==> src/rtl/router_pkg.sv <==
// Shared router constants and flit typedefs.
// The input buffer and its per-VC FIFOs size themselves from these defaults.
package router_pkg;

    localparam int DEF_FLITW    = 32;
    localparam int DEF_NUM_VC   = 4;
    localparam int DEF_VC_DEPTH = 4;
    localparam int DEF_VCW      = $clog2(DEF_NUM_VC);

    typedef logic [DEF_FLITW-1:0] flit_t;

    // The flit type occupies the two most significant bits of every flit.
    typedef enum logic [1:0] {
        FLIT_HEAD     = 2'b00,
        FLIT_BODY     = 2'b01,
        FLIT_TAIL     = 2'b10,
        FLIT_HEADTAIL = 2'b11
    } flit_type_e;

    function automatic flit_type_e flit_type(input flit_t flit);
        return flit_type_e'(flit[DEF_FLITW-1 -: 2]);
    endfunction

endpackage

==> src/rtl/vc_fifo.sv <==
// Single virtual-channel FIFO: storage, wrapping pointers, occupancy and a
// sticky overflow flag. The head flit is presented combinationally.
module vc_fifo #(
    parameter int FLITW = 32,
    parameter int DEPTH = 4
) (
    input  logic                       clk,
    input  logic                       reset,
    input  logic                       push,
    input  logic                       pop,
    input  logic [FLITW-1:0]           din,
    output logic [FLITW-1:0]           dout,
    output logic                       valid,
    output logic [$clog2(DEPTH+1)-1:0] count,
    output logic                       overflow
);

    localparam int PW = $clog2(DEPTH);
    localparam int CW = $clog2(DEPTH+1);

    logic [FLITW-1:0] mem [DEPTH];
    logic [PW-1:0]    wr_ptr;
    logic [PW-1:0]    rd_ptr;
    logic             empty;
    logic             full;
    logic             pop_ok;
    logic             push_ok;

    assign empty   = (count == '0);
    assign full    = (count == CW'(DEPTH));
    assign pop_ok  = pop && !empty;
    // A full FIFO still accepts a push when the same edge frees a slot.
    assign push_ok = push && (!full || pop_ok);

    // NOTE: sequential state uses non-blocking assignments so every register
    // samples the pre-edge values, independent of statement order.
    always_ff @(posedge clk or posedge reset) begin
        if (reset) begin
            wr_ptr   <= '0;
            rd_ptr   <= '0;
            count    <= '0;
            overflow <= 1'b0;
        end else begin
            if (push_ok) wr_ptr <= wr_ptr + PW'(1);
            if (pop_ok)  rd_ptr <= rd_ptr + PW'(1);
            if (push_ok && !pop_ok)
                count <= count + CW'(1);
            else if (pop_ok && !push_ok)
                count <= count - CW'(1);
            if (push && !push_ok) overflow <= 1'b1;
        end
    end

    // NOTE: the storage array has no reset; emptiness is tracked by count, and
    // leaving it unreset lets it map onto plain flops or RAM without a clear tree.
    always_ff @(posedge clk) begin
        if (push_ok) mem[wr_ptr] <= din;
    end

    assign valid = !empty;
    assign dout  = empty ? '0 : mem[rd_ptr];

endmodule

==> src/rtl/input_vc_buffer.sv <==
// Router input-port buffer: one FIFO per virtual channel, head flits exposed as
// a 2D array, and one registered credit pulse per dequeued flit.
module input_vc_buffer
    import router_pkg::*;
#(
    parameter int FLITW    = DEF_FLITW,
    parameter int NUM_VC   = DEF_NUM_VC,
    parameter int VC_DEPTH = DEF_VC_DEPTH
) (
    input  logic                          clk,
    input  logic                          reset,
    input  logic                          in_valid,
    input  logic [$clog2(NUM_VC)-1:0]     in_vc,
    input  logic [FLITW-1:0]              in_flit,
    input  logic [NUM_VC-1:0]             pop,
    output logic [FLITW-1:0]              out_data [NUM_VC],
    output logic [NUM_VC-1:0]             out_valid,
    output logic [NUM_VC-1:0]             credit_out,
    output logic [$clog2(VC_DEPTH+1)-1:0] vc_count [NUM_VC],
    output logic [NUM_VC-1:0]             overflow
);

    logic [NUM_VC-1:0] push_vc;
    logic [NUM_VC-1:0] pop_ok;

    // NOTE: every output of a combinational block gets a default first, so no
    // path leaves it unassigned and no latch is inferred.
    always_comb begin
        push_vc = '0;
        if (in_valid) push_vc[in_vc] = 1'b1;
    end

    // Pops on empty VCs are neither dequeued nor credited.
    assign pop_ok = pop & out_valid;

    always_ff @(posedge clk or posedge reset) begin
        if (reset) credit_out <= '0;
        else       credit_out <= pop_ok;
    end

    for (genvar i = 0; i < NUM_VC; i++) begin : g_vc
        vc_fifo #(
            .FLITW (FLITW),
            .DEPTH (VC_DEPTH)
        ) u_fifo (
            .clk      (clk),
            .reset    (reset),
            .push     (push_vc[i]),
            .pop      (pop_ok[i]),
            .din      (in_flit),
            .dout     (out_data[i]),
            .valid    (out_valid[i]),
            .count    (vc_count[i]),
            .overflow (overflow[i])
        );
    end

endmodule

==> config.mk <==
export PLATFORM = sky130hd
export DESIGN_NAME = input_vc_buffer
export DESIGN_NICKNAME = d
export VERILOG_FILES = /design/src/rtl/router_pkg.sv /design/src/rtl/vc_fifo.sv /design/src/rtl/input_vc_buffer.sv
export SDC_FILE = /design/constraint.sdc
export NUM_CORES = 1
export LEC_CHECK = 0
export CAP_MARGIN = 10
export CORE_MARGIN = 10
export CORE_UTILIZATION = 45
export DETAILED_ROUTE_END_ITERATION = 6
export GPL_ROUTABILITY_DRIVEN = 0
export SLEW_MARGIN = 20
export SYNTH_ARGS = -nofsm -noshare
export SYNTH_HDL_FRONTEND = slang
export SYNTH_SLANG_ARGS = --single-unit
==> constraint.sdc <==
create_clock -name clk -period 3 [get_ports clk]
set_input_delay 0.75 -clock clk [delete_from_list [all_inputs] [get_ports clk]]
set_output_delay 0.75 -clock clk [all_outputs]
set_load 0.05 [all_outputs]
; After elaboration in Yosys (flattened, before gate mapping)
; Memories as Yosys holds them, arrays and structs flattened.
; Cells that the tools add are included.
[word_totals]
output_inout_bits = 152
register_bits = 36
n_memories = 4
input_bits = 41
mem_bits_rw = 512
[memory_table]
columns = memory, depth, word_bits, rd, rd_clocked_by_memory_dff, wr, line_no
row1 = g_vc[0].u_fifo.mem, 4, 32, 1, 0, 1, vc_fifo.sv:21  ; logic [FLITW-1:0] mem [DEPTH];
row2 = g_vc[1].u_fifo.mem, 4, 32, 1, 0, 1, vc_fifo.sv:21
row3 = g_vc[2].u_fifo.mem, 4, 32, 1, 0, 1, vc_fifo.sv:21
row4 = g_vc[3].u_fifo.mem, 4, 32, 1, 0, 1, vc_fifo.sv:21
[op_classes]
n_bitwise = 1
order_cmp = 2
add_sub_neg = 16
n_eq_ne = 4
mux = 23
reduce_logical = 49
[op_table]
columns = operator, count
row1 = 32-bit 2-to-1 mux, 4
row2 = 3-bit 2-to-1 mux, 8
row3 = 1-bit logical AND, 21
row4 = 2-bit by 1-bit adder with 2-bit output (second input constant), 8
row5 = 1-bit zero test, 16
row6 = 3-bit by 1-bit adder with 3-bit output (second input constant), 4
row7 = 3-bit == test (second input constant), 4
row8 = 3-bit zero test, 4
row9 = 3-bit by 1-bit subtractor with 3-bit output (second input constant), 4
row10 = 1-bit 2-to-1 mux, 9
row11 = 2-bit nonzero test, 4
row12 = 4-bit AND, 1
row13 = 1-bit logical OR, 4
row14 = 4-bit 2-to-1 mux, 1
row15 = 2-bit by 3-bit < comparator with 1-bit output (second input constant), 1
row16 = 1-bit demux with 2-bit select, 1
row17 = 2-bit by 1-bit >= comparator with 1-bit output (second input constant), 1

; Logic depth before layout (Yosys ltp)
[logic_depth]
word_depth = 10
mapped_depth = 9
mapped_depth_nobuf = 8

; By module
; From an unflattened synthesis, not the netlist that was laid out.
[hier_totals]
cells_unflattened = 981
hier_area_um2 = 21506.9
[modules_own_cells]
columns = module, area_each_um2, cells_per_inst, n_inst
row1 = vc_fifo, 5335.1, 242, 4
row2 = input_vc_buffer, 166.4, 13, 1

; Worst setup path before layout
; No wires, ideal clock.
[synth_timing]
path_type = input port to flip-flop
start = in in_vc[1]
end = mem g_vc[3].u_fifo.mem[0][0], enable pin
path_stages = 4
path_slack_ps = 390
t_arrival_ps = 2218
setup_ps = 392
cell_sequence = clkbuf_2 > nand2_1 > nor3_2 > and2_1
[synth_between]
elab_chain_len = 8
elab_cells_between_ends = 9
[synth_lines]
columns = item, line_no
row1 = from (decl), input_vc_buffer.sv:13  ; input logic [$clog2(NUM_VC)-1:0] in_vc,
row2 = 2-bit by 3-bit < comparator with 1-bit output (implied by the code) or 2-bit by 1-bit >= comparator with 1-bit output (tied branches), input_vc_buffer.sv:30  ; if (in_valid) push_vc[in_vc] = 1'b1;
row3 = 1-bit logical AND (implied by the code), input_vc_buffer.sv:30
row4 = 1-bit 2-to-1 mux (implied by the code), input_vc_buffer.sv:30
row5 = 1-bit demux with 2-bit select (*), input_vc_buffer.sv:30
row6 = 4-bit 2-to-1 mux (*), input_vc_buffer.sv:30
row7 = 1-bit logical AND (*), vc_fifo.sv:33  ; assign push_ok = push && (!full || pop_ok);
row8 = via g_vc[3].u_fifo.push_ok, vc_fifo.sv:27  ; logic push_ok;
row9 = 1-bit 2-to-1 mux (*), vc_fifo.sv:57  ; if (push_ok) mem[wr_ptr] <= din;
row10 = 1-bit 2-to-1 mux (implied by the code) (*), vc_fifo.sv:57
row11 = to (decl), vc_fifo.sv:21
; The timed path passes the listed nets; every way through them passes the cells marked *.

==> summary.txt <==
status: completed
critical path arrival: 2.17 ns
Critical Path RT: 2.25 ns
Mapped Nets: 1,046
RSZ-0062 raised after global routing: no
synthesis warning total: 0
CP endpoint kind: output pin
Seq/Total Area, Yosys: 0.7629
via count: 10,170
vias in the first global route: 10,880
mapped cell area: 21,330 µm²
DIE WIDTH: 237.7 µm
detailed placement HPWL: 31,260 µm
first-pass GRT wire length: 73,710 µm
startpoint class of the critical path: flip-flop
fraction of registers with async set or reset after synthesis: 0.06569
# DRC: 0
die height: 237.7 µm
clock skew: 0.02025 ns
die area: 56,520 µm²
worst skew pair latency: 0.60 ns
Fmax achieved: 0.3422 GHz
most numerous cell in the Yosys netlist: edfxtp_1
largest net degree at the start of global routing: 37
Area Overhead vs Synth: 23.41%
largest cells by area after synthesis: edfxtp_1 72%, mux4_2 14%, dfrtp_1 4.2%, and2_1 4.1%, ha_1 1.2%
FP Rows: 79
min Tclk post-route: 2.922 ns
port buffer count: 192
final setup vio count: 0
Unique masters post-synth: 27
P_leak: 9.023 nW
total track usage: 0.1757
post-synth top area share: 0.7207
VDD IR max: 0.9616 mV
core box area: 46,750 µm²
hold_buf cts: 0
router iterations before antenna repair: 5
Cells after Synth: 981
H-tree Lvls: 2
clock-pin slew on the worst setup and hold paths: 0.06 ns
Tcrit/Tclk final: 0.9741
final hold violation count: 0
Hold WC Path Type: flip-flop to flip-flop
number of diodes: 0
Post-synth top cells: 512 x edfxtp_1, 140 x and2_1, 128 x mux4_2
CTS Buffer Depth: 3
max cap viols: 0
Slew @ Worst Pin: 0.7512 ns
crit path kind: flip-flop to output pin
DRT iter0 DRCs: 785
Via density: 5.380
Slew HR: 0.4977
Mean Syn Cell Area: 21.75 µm²
grt ovf: 0
met2 GRT Util: 0.2844
# IOs: 193
GRT met1 Usage: 0.2430
Design Power: 29.76 mW
setup TNS: 0 ns
Main synth FF type: edfxtp_1
total CTS buffers: 55
TritonCTS sink count: 548
#FFs+latches synth: 548
Layout Nets: 1,307
met3 Resource Use GR: 0.03506
layout cells sized above 1: 0.3754
WHS: 0.4800 ns
ANT nets after route: 0
number of flops mapped to enable cells by yosys: 512
initial antenna violation count: 0
worst setup margin: 0.07757 ns
Setup WS pre-CTS: 0.02631 ns
initial core utilization: 0.4563
CTS root buf: clkbuf_16
Worst R2R Path Depth: 9
drt total wl: 50,080 µm
global route hottest layer: met2
area leader, netlist: edfxtp_1
Power Dens Cells: 1130 nW/µm²
Slew Viols, Final: 0
CTS tree: yes
WL per Instance: 26.48 µm
WHS Path Cells: 1
Max FO, Critical Path: 28
cells in the final DEF (no fill, tap or decap), drive strengths merged, types with 6 or more instances in the layout:
master / netlist / routed
buf: 34 / 198
clkinv: 0 / 25
nor4b: 6 / 6
clkdlybuf4s50: 0 / 60
inv: 19 / 20
xnor2: 16 / 16
and2: 144 / 144
mux2: 8 / 8
ha: 20 / 20
dfrtp: 36 / 36
xor2: 8 / 8
edfxtp: 512 / 512
mux4: 128 / 128
clkbuf: 23 / 71
what timing repair did:
action                     4_1_cts  5_1_grt
gates cloned                     2        3
resized for setup               81       12
buffers inserted                 5        3
setup endpoints to repair      124       51
pin swaps                        1        1
flip-flops by register name, indices dropped and copies added, names as in the netlist:
| name | cells |
|---|---|
| credit_out | 4 |
| g_vc.u_fifo.count | 12 |
| g_vc.u_fifo.rd_ptr | 8 |
| g_vc.u_fifo.mem | 512 |
| g_vc.u_fifo.overflow | 4 |
| g_vc.u_fifo.wr_ptr | 8 |
final timing paths:
check | startpoint | to | slack [ns]
worst max-delay path | g_vc[1].u_fifo.count[0] | out_data[66] | 0.08
worst min-delay path | g_vc[3].u_fifo.overflow | g_vc[3].u_fifo.overflow | 0.48
worst max register to register | g_vc[3].u_fifo.count[0] | g_vc[3].u_fifo.count[2] | 0.46
worst min register to register | g_vc[3].u_fifo.overflow | g_vc[3].u_fifo.overflow | 0.48
max in group asynchronous | reset | g_vc[1].u_fifo.rd_ptr[0] | 2.05
min in group asynchronous | reset | g_vc[3].u_fifo.count[2] | 0.57
power by group:
group,total [mW],switching (mW),internal (mW),leakage [nW]
sequential,9.43,0.402,9.03,5.04
clock,6.55,2.79,3.76,0.846
combinational,13.8,8.49,5.29,3.14
total,29.8,11.7,18.1,9.02
final cells by class:
cell class / instances / area (µm²)
Sequential cell: 548 / 16290
Timing Repair Buffer: 261 / 2713
Inverter: 19 / 71.32
Clock buffer: 68 / 1446
Multi-Input combinational cell: 357 / 4771
Clock inverter: 31 / 275.3
Fill cell: 3582 / 20430
Tap cell: 607 / 759.5
critical path, stage by stage (launching register included):
cell	delay, ns
dfrtp_2	0.47
or3_4	0.49
buf_12	0.19
and2_1	0.21
buf_4	0.21
per-stage QoR:
stage | instances | util | area [µm²]
6_report | 1891 | 0.5631 | 26330
3_5_place_dp | 1780 | 0.5158 | 24110
4_1_cts | 1886 | 0.5605 | 26210
5_1_grt | 1891 | 0.5631 | 26330
3_3_place_gp | 1780 | 0.5158 | 24110
2_1_floorplan | 981 | - | 21330
logic make-up after synthesis:
group / Yosys count / synth area share
flops: 548 / 0.7629
simple gates: 169 / 0.05196
mux: 136 / 0.1395
buf+inv: 76 / 0.01812
xor+xnor: 24 / 0.009853
fa+ha+maj: 24 / 0.01548
compound gates: 4 / 0.002111
routing by layer:
| metal | part of all wire | vias to the layer above |
|---|---|---|
| li1 | - | 4424 |
| met1 | 0.44 | 5444 |
| met2 | 0.49 | 254 |
| met3 | 0.051 | 52 |
| met4 | 0.016 | 0 |
| met5 | 0 | - |
(Power assumes the default switching activity.)
